$ cat config.mk
export PLATFORM = sky130hd
export DESIGN_NAME = logic_unit_arbiter_flat
export DESIGN_NICKNAME = d
export VERILOG_FILES = /design/src/rtl/logic_unit_arbiter_if.sv /design/src/rtl/logic_unit_arbiter.sv /design/src/flat_wrapper.sv
export SDC_FILE = /design/constraint.sdc
export NUM_CORES = 1
export LEC_CHECK = 0
export BUFFER_PORTS_ARGS = -buffer_cell sky130_fd_sc_hd__buf_2
export CORE_UTILIZATION = 50
export DETAILED_ROUTE_END_ITERATION = 6
export GPL_TIMING_DRIVEN = 0
export PLACE_DENSITY = 0.83
export SLEW_MARGIN = 20
export SYNTH_ARGS = -nofsm -noshare
export SYNTH_HDL_FRONTEND = slang
export SYNTH_SLANG_ARGS = --single-unit
$ cat constraint.sdc
create_clock -name clk -period 7.8 [get_ports clk]
set_clock_uncertainty 0.15 [all_clocks]
set_input_delay 0.39 -clock clk [delete_from_list [all_inputs] [get_ports clk]]
set_output_delay 0.39 -clock clk [all_outputs]
set_load 0.005 [all_outputs]
$ cat src/rtl/logic_unit_arbiter_if.sv
// Request/result bus between four requesters, the shared logic-unit arbiter and the result consumer.
interface logic_unit_arbiter_if #(
  parameter int unsigned WIDTH = 4
);
  logic [3:0]         req;
  logic [7:0]         op_flat;
  logic [4*WIDTH-1:0] a_flat;
  logic [4*WIDTH-1:0] b_flat;
  logic [3:0]         gnt;
  logic               res_valid;
  logic [1:0]         res_id;
  logic [1:0]         res_op;
  logic [WIDTH-1:0]   res_data;
  logic               res_ready;
  logic [15:0]        ops_done;

  modport master (
    output req, op_flat, a_flat, b_flat, res_ready,
    input  gnt, res_valid, res_id, res_op, res_data, ops_done
  );

  modport slave (
    input  req, op_flat, a_flat, b_flat, res_ready,
    output gnt, res_valid, res_id, res_op, res_data, ops_done
  );
endinterface

$ cat src/rtl/logic_unit_arbiter.sv
// Round-robin arbiter sharing one OR/NOR/XOR/XNOR unit between four requesters,
// with a registered valid/ready result stage and a delivered-result counter.
module logic_unit_arbiter #(
  parameter int unsigned WIDTH = 4
) (
  input logic                 clk,
  input logic                 rst_n,
  logic_unit_arbiter_if.slave bus
);

  logic [1:0]       ptr;
  logic             res_valid;
  logic [1:0]       res_id;
  logic [1:0]       res_op;
  logic [WIDTH-1:0] res_data;
  logic [15:0]      ops_done;

  logic             found;
  logic [1:0]       win;
  logic [1:0]       idx;
  logic             slot_free;
  logic             grant;
  logic [3:0]       gnt_vec;
  logic [1:0]       win_op;
  logic [WIDTH-1:0] win_a;
  logic [WIDTH-1:0] win_b;
  logic [WIDTH-1:0] alu_out;
  logic             deliver;

  always_comb begin
    found = 1'b0;
    win   = '0;
    idx   = '0;
    for (int unsigned k = 0; k < 4; k++) begin
      idx = ptr + 2'(k);
      if (!found && bus.req[idx]) begin
        found = 1'b1;
        win   = idx;
      end
    end
  end

  // Gating with rst_n keeps gnt low for the whole reset, not just after the first edge.
  always_comb begin
    slot_free = !res_valid || bus.res_ready;
    grant     = rst_n && slot_free && found;
    gnt_vec   = grant ? (4'b0001 << win) : '0;
    deliver   = res_valid && bus.res_ready;
  end

  always_comb begin
    win_op = bus.op_flat[{win, 1'b0} +: 2];
    win_a  = bus.a_flat[WIDTH*win +: WIDTH];
    win_b  = bus.b_flat[WIDTH*win +: WIDTH];
    case (win_op)
      2'b00:   alu_out = win_a | win_b;
      2'b01:   alu_out = ~(win_a | win_b);
      2'b10:   alu_out = win_a ^ win_b;
      default: alu_out = ~(win_a ^ win_b);
    endcase
  end

  always_ff @(posedge clk or negedge rst_n) begin
    if (!rst_n) begin
      ptr       <= '0;
      res_valid <= 1'b0;
      res_id    <= '0;
      res_op    <= '0;
      res_data  <= '0;
    end else if (grant) begin
      ptr       <= win + 2'd1;
      res_valid <= 1'b1;
      res_id    <= win;
      res_op    <= win_op;
      res_data  <= alu_out;
    end else if (deliver) begin
      res_valid <= 1'b0;
    end
  end

  always_ff @(posedge clk or negedge rst_n) begin
    if (!rst_n) begin
      ops_done <= '0;
    end else if (deliver) begin
      ops_done <= ops_done + 16'd1;
    end
  end

  assign bus.gnt       = gnt_vec;
  assign bus.res_valid = res_valid;
  assign bus.res_id    = res_id;
  assign bus.res_op    = res_op;
  assign bus.res_data  = res_data;
  assign bus.ops_done  = ops_done;

endmodule

$ cat src/flat_wrapper.sv
// flat-port wrapper written by rule: the top's interface ports become plain ports
module logic_unit_arbiter_flat 
#(
  parameter int unsigned WIDTH = 4
)
  (clk, rst_n, bus_req, bus_op_flat, bus_a_flat, bus_b_flat, bus_res_ready, bus_gnt, bus_res_valid, bus_res_id, bus_res_op, bus_res_data, bus_ops_done);
  logic_unit_arbiter_if #(.WIDTH(WIDTH)) bus_i ();
  input logic clk;
  input logic rst_n;
  input wire logic [$bits(bus_i.req)-1:0] bus_req;
  input wire logic [$bits(bus_i.op_flat)-1:0] bus_op_flat;
  input wire logic [$bits(bus_i.a_flat)-1:0] bus_a_flat;
  input wire logic [$bits(bus_i.b_flat)-1:0] bus_b_flat;
  input wire logic [$bits(bus_i.res_ready)-1:0] bus_res_ready;
  output wire logic [$bits(bus_i.gnt)-1:0] bus_gnt;
  output wire logic [$bits(bus_i.res_valid)-1:0] bus_res_valid;
  output wire logic [$bits(bus_i.res_id)-1:0] bus_res_id;
  output wire logic [$bits(bus_i.res_op)-1:0] bus_res_op;
  output wire logic [$bits(bus_i.res_data)-1:0] bus_res_data;
  output wire logic [$bits(bus_i.ops_done)-1:0] bus_ops_done;
  assign bus_i.req = bus_req;
  assign bus_i.op_flat = bus_op_flat;
  assign bus_i.a_flat = bus_a_flat;
  assign bus_i.b_flat = bus_b_flat;
  assign bus_i.res_ready = bus_res_ready;
  assign bus_gnt = bus_i.gnt;
  assign bus_res_valid = bus_i.res_valid;
  assign bus_res_id = bus_i.res_id;
  assign bus_res_op = bus_i.res_op;
  assign bus_res_data = bus_i.res_data;
  assign bus_ops_done = bus_i.ops_done;
  logic_unit_arbiter #(.WIDTH(WIDTH)) u_core (.clk(clk), .rst_n(rst_n), .bus(bus_i));
endmodule
# Word level (Yosys, flattened, before mapping)
# Cells that the tools add are included.
# op_classes
reduce_logical,13
eq_ne,2
n_mul,0
n_lt_le_gt_ge,4
addsub,5
bitwise_logic,4
muxes,20
shift,4
n_div,0
# ops
op,n
16-bit by 5-bit variable part select with 4-bit output,2
"16-bit by 1-bit adder with 16-bit output, second input constant",1
"2-bit by 3-bit less-than comparator with 1-bit output, second input constant",4
4-bit case mux with 3 select lines,1
1-bit two-way mux,10
1-bit binary-select mux with 2-bit select,4
2-bit two-way mux,4
4-bit NOT,2
8-bit by 4-bit variable part select with 2-bit output,1
1-bit logical AND,6
"2-bit by 1-bit adder with 2-bit output, second input constant",2
"2-bit adder, second input constant",2
1-bit zero test,4
4-bit two-way mux,1
4-bit bitwise OR,1
"1-bit by 2-bit left shift with 4-bit output, first input constant",1
4-bit XOR,1
"2-bit by 1-bit == test with 1-bit output, second input constant",1
"2-bit == test, second input constant",1
2-bit zero test,1
2-bit nonzero test,1
1-bit logical OR,1
# word_totals
mem_bits_ro,0
latch_bits,0
output_inout_bits,29
regBits,27
mem_count,0
word_cells,58
inputBits,47
ramBits,0

# Longest topological paths before layout
# depth
word_depth,16
depth_mapped,11
depth_no_buf,10

# Least setup slack after synthesis
# OpenSTA, ideal clock, no wires.
# synth_timing
path_type,input-to-reg
start,input port bus_req[2]
end,"register u_core.res_data[3], in the netlist u_core.bus.res_data[3]"
t_arrival_ns,2.555
required_time_ns,7.581
path_stages,11
path_slack_ns,5.026
setup_time_ns,0.069
cell_sequence,nor2b_2 a221oi_4 nor2_2 buf_2 mux2i_1 nand2_1 o21ai_0 ha_1 and3_1 or4_1 nand3_1
# synth_via
elab_chain_cells,16
word_cells_on_any_way,34
# synth_rtl
element,line_no,source
from (decl),flat_wrapper.sv:10,input wire logic [$bits(bus_i.req)-1:0] bus_req;
1-bit binary-select mux with 2-bit select,logic_unit_arbiter.sv:36,if (!found && bus.req[idx]) begin
1-bit two-way mux (implied by the code),logic_unit_arbiter.sv:36,
1-bit two-way mux,logic_unit_arbiter.sv:36,
1-bit zero test,logic_unit_arbiter.sv:36,
1-bit logical AND,logic_unit_arbiter.sv:36,
1-bit two-way mux,logic_unit_arbiter.sv:36,
1-bit zero test,logic_unit_arbiter.sv:36,
1-bit logical AND,logic_unit_arbiter.sv:36,
1-bit two-way mux,logic_unit_arbiter.sv:36,
1-bit zero test,logic_unit_arbiter.sv:36,
1-bit logical AND,logic_unit_arbiter.sv:36,
2-bit two-way mux *,logic_unit_arbiter.sv:36,
named net u_core.win[1],logic_unit_arbiter.sv:19,logic [1:0] win;
16-bit by 5-bit variable part select with 4-bit output (on tied branches),"logic_unit_arbiter.sv:53, logic_unit_arbiter.sv:54",
4-bit XOR or 4-bit bitwise OR (tied branches),--,
4-bit NOT (on tied branches),"logic_unit_arbiter.sv:59, logic_unit_arbiter.sv:57",
4-bit case mux with 3 select lines *,logic_unit_arbiter.sv:55,case (win_op)
to (signal assigned),logic_unit_arbiter.sv:75,res_data <= alu_out;
to (decl),logic_unit_arbiter.sv:15,logic [WIDTH-1:0] res_data;
# The timed path passes the listed nets; every way through them passes the cells marked *. The select of a mux whose other input is x is not followed.
# A chain may end at the register's enable or synchronous reset.

# Final worst setup path
# layout_timing
start,input port rst_n
end,output port bus_gnt[1]
# layout_via
elab_chain_cells,3
# layout_rtl
element,line_no,source
from (decl),flat_wrapper.sv:9,input logic rst_n;
1-bit logical AND (2 in a row),logic_unit_arbiter.sv:46,grant = rst_n && slot_free && found;
4-bit two-way mux,logic_unit_arbiter.sv:47,gnt_vec = grant ? (4'b0001 << win) : '0;
to (decl),flat_wrapper.sv:15,output wire logic [$bits(bus_i.gnt)-1:0] bus_gnt;
# No other way between the ends.

==> reports/results.ini <==
[synthesis]
syn_avg_cell_area_um2 = 9.63
ys_seq_elements = 27
ys_warn_count = 0
synth-seq-area-share = 0.379
synth_nets = 241
synth_cell_types = 38
synth_area_leaders = dfrtp_1, xnor2_1, ha_1
synth_top_area_frac = 0.379
syn-cell-area_mm2 = 0.00178
synth_largest_area_cell = dfrtp_1
netlist_instances = 185

[global_routing]
grt_pass1_wl_mm = 6.19
grt_pass1_vias = 1530
antenna_found_initial = 0
grt_max_degree = 29
grt_remaining_overflow = 0
grt_usage = 0.219

[drt]
drt-pass1-iter-count = 4
totalWireLength_mm = 3.84
ant_nets = 0
dr_total_vias = 1634
drc = 0
drt-wirelength-per-cell_um = 12.4
via_per_inst = 5.25
first_iter_violations = 53

[pwr]
p_leak_nw = 1.17
vdd.ir_drop.worst_mv = 0.118
p_per_area_mw_per_mm2 = 241

[sta]
fin_crit_sh = 0.405
worst_pin_slew_ns = 0.612
hold_violations = 0
whs_ns = 0.213
rsz0062_at_grt = false
fmax_ghz = 0.316
relSlewSlack = 0.592
maxSlewViolCount = 0
finalCriticalPeriod_ns = 3.16
setup_viol = 0
setup_tns_ns = 0

[worst_setup_path]
r2r_end = u_core.bus.res_data[3]
worstSetupPathType = in -> out
worstPathRequired_ns = 7.26
reg2reg_from = u_core.ptr[1]
r2r_slack_ns = 4.74
critPathLaunchType = input pin
r2r_cells = 11
cp.arrival_ns = 2.62
worstSetupStartpoint = rst_n
critPathCapture = bus_gnt[1]
end_kind = primary output
critPathMaxFanout = 28

[worst_hold_path]
hp-start = bus_res_ready
hold_path.class = in -> reg

[layout]
nNetsFinal = 322
diodes = 0
fin_util = 0.670
area_delta_synth_final_pct = 26.4
layout_common_cells = buf_2, nand2_1, dfrtp_1, nand3_1, xnor2_1
drive_gt1_frac = 0.377
fill_cells = 319
final_common_cell = buf_2

[place]
port_buffers = 75
place_hpwl_mm = 3.08
gp_congestion = 0.728

[job]
cap_violations = 0

[clock_network]
max-clock-path-buffers = 2
path_clk_slew_ns = 0.14
cts_buffers = 3
ctsResizeCount = 0
cts_tree = yes
clockRootBuffer = clkbuf_4
clock-sinks = 27
clkLatencyLatePin_ns = 0.33
cts.htree.levels = 1

[floorplanning]
die_area_mm2 = 0.00381
start_util = 0.530
pin_count = 76
die_w_um = 61.7
core_area_mm2 = 0.00336
num_rows = 21
die_h_um = 61.7

[run_status]
outcome = finished, final reports clean

[per-stage QoR]
step	area [um2]	setup slack [ns]	std cells	total power, W
floorplan	1780	5.03	185	0.000396
global placement	2210	4.57	306	0.000476
detailed placement	2210	4.57	306	0.000485
CTS	2250	4.57	311	0.000547
global route	2250	4.37	311	0.000596
finish	2250	4.64	311	0.000542
[timing repair]
item | CTS | global route
setup buffers | 0 | 0
setup endpoints to repair | 0 | 0
endpoints found under the hold margin | 27 | 0
hold buffers | 1 | 0
[cells in the mapped netlist]
| library cell | count |
|---|---|
| nand2_1 | 28 |
| dfrtp_1 | 27 |
| nand3_1 | 16 |
| xnor2_1 | 14 |
| o21ai_0 | 12 |
| mux2i_1 | 10 |
| ha_1 | 9 |
| mux2_2 | 9 |
| and3_1 | 7 |
| a21oi_1 | 6 |
| and2_1 | 4 |
| nor2_1 | 4 |
| o211ai_1 | 4 |
| or4_1 | 4 |
| clkbuf_1 | 3 |
| inv_1 | 3 |
| nand2b_1 | 3 |
| nand4_1 | 2 |
| a21o_1 | 1 |
| a21oi_2 | 1 |
| a221o_1 | 1 |
| a221oi_4 | 1 |
| and4_1 | 1 |
| buf_2 | 1 |
| buf_6 | 1 |
| inv_2 | 1 |
| inv_4 | 1 |
| mux2_4 | 1 |
| nand2_2 | 1 |
| nand3_4 | 1 |
| nor2_2 | 1 |
| nor2b_1 | 1 |
| nor2b_2 | 1 |
| nor3_4 | 1 |
| o211a_1 | 1 |
| o21ai_1 | 1 |
| o41ai_1 | 1 |
| xor2_1 | 1 |
[where the power goes]
group,switching [W],internal [W]
combinational,0.000142,0.000131
sequential,0.0000323,0.000175
clock,0.0000421,0.0000193
total,0.000217,0.000326
[layout make-up]
class                           count  area [um2]  area share
Multi-Input combinational cell    148        1060       0.469
Sequential cell                    27         676       0.300
Timing Repair Buffer               76         385       0.171
Tap cell                           46        57.6      0.0256
Buffer                              5        27.5      0.0122
Clock buffer                        3        22.5      0.0100
Inverter                            5        21.3     0.00944
Clock inverter                      1        5.00     0.00222
[critical path, cell delays in order]
cell and delay, ns:
dlygate4sd3_1 0.52, buf_2 0.50, o41ai_1 0.26, nor2b_1 0.29
clkbuf_1 0.35, and2_1 0.20, buf_2 0.11
[flip-flops by register name, indices dropped and copies added, names as in the netlist]
name and flops:
u_core.bus.res_op 2, u_core.bus.res_valid 1, u_core.bus.ops_done 16, u_core.bus.res_id 2, u_core.ptr 2, u_core.bus.res_data 4
[worst min path at each step]
stage                              to  cells after the start  slack [ns]
2_1_floorplan  u_core.bus.ops_done[0]                      0       -0.06
3_5_place_dp   u_core.bus.ops_done[3]                      1        0.28
3_3_place_gp   u_core.bus.ops_done[4]                      1        0.28
6_report       u_core.bus.ops_done[2]                      3        0.21
4_1_cts        u_core.bus.ops_done[2]                      3        0.20
5_1_grt        u_core.bus.ops_done[2]                      3        0.22
[layer usage]
metal	up-vias	global-route usage	wire length, um
met1	752	0.263	1640
li1	819	-	-
met4	0	0.0984	56
met3	4	0.0124	219
met2	59	0.401	1930
met5	-	0	0
[cells by family after synthesis]
group	count (synthesis)	share of synthesized area
XOR/XNOR	15	0.0737
adder cells (fa/ha/maj)	9	0.0632
AO/OA/AOI/OAI	29	0.110
multiplexers	20	0.121
buffers and inverters	10	0.0274
flip-flops	27	0.379
AND/OR/NAND/NOR	75	0.225
Note: power is estimated with default switching activity, not from simulation.
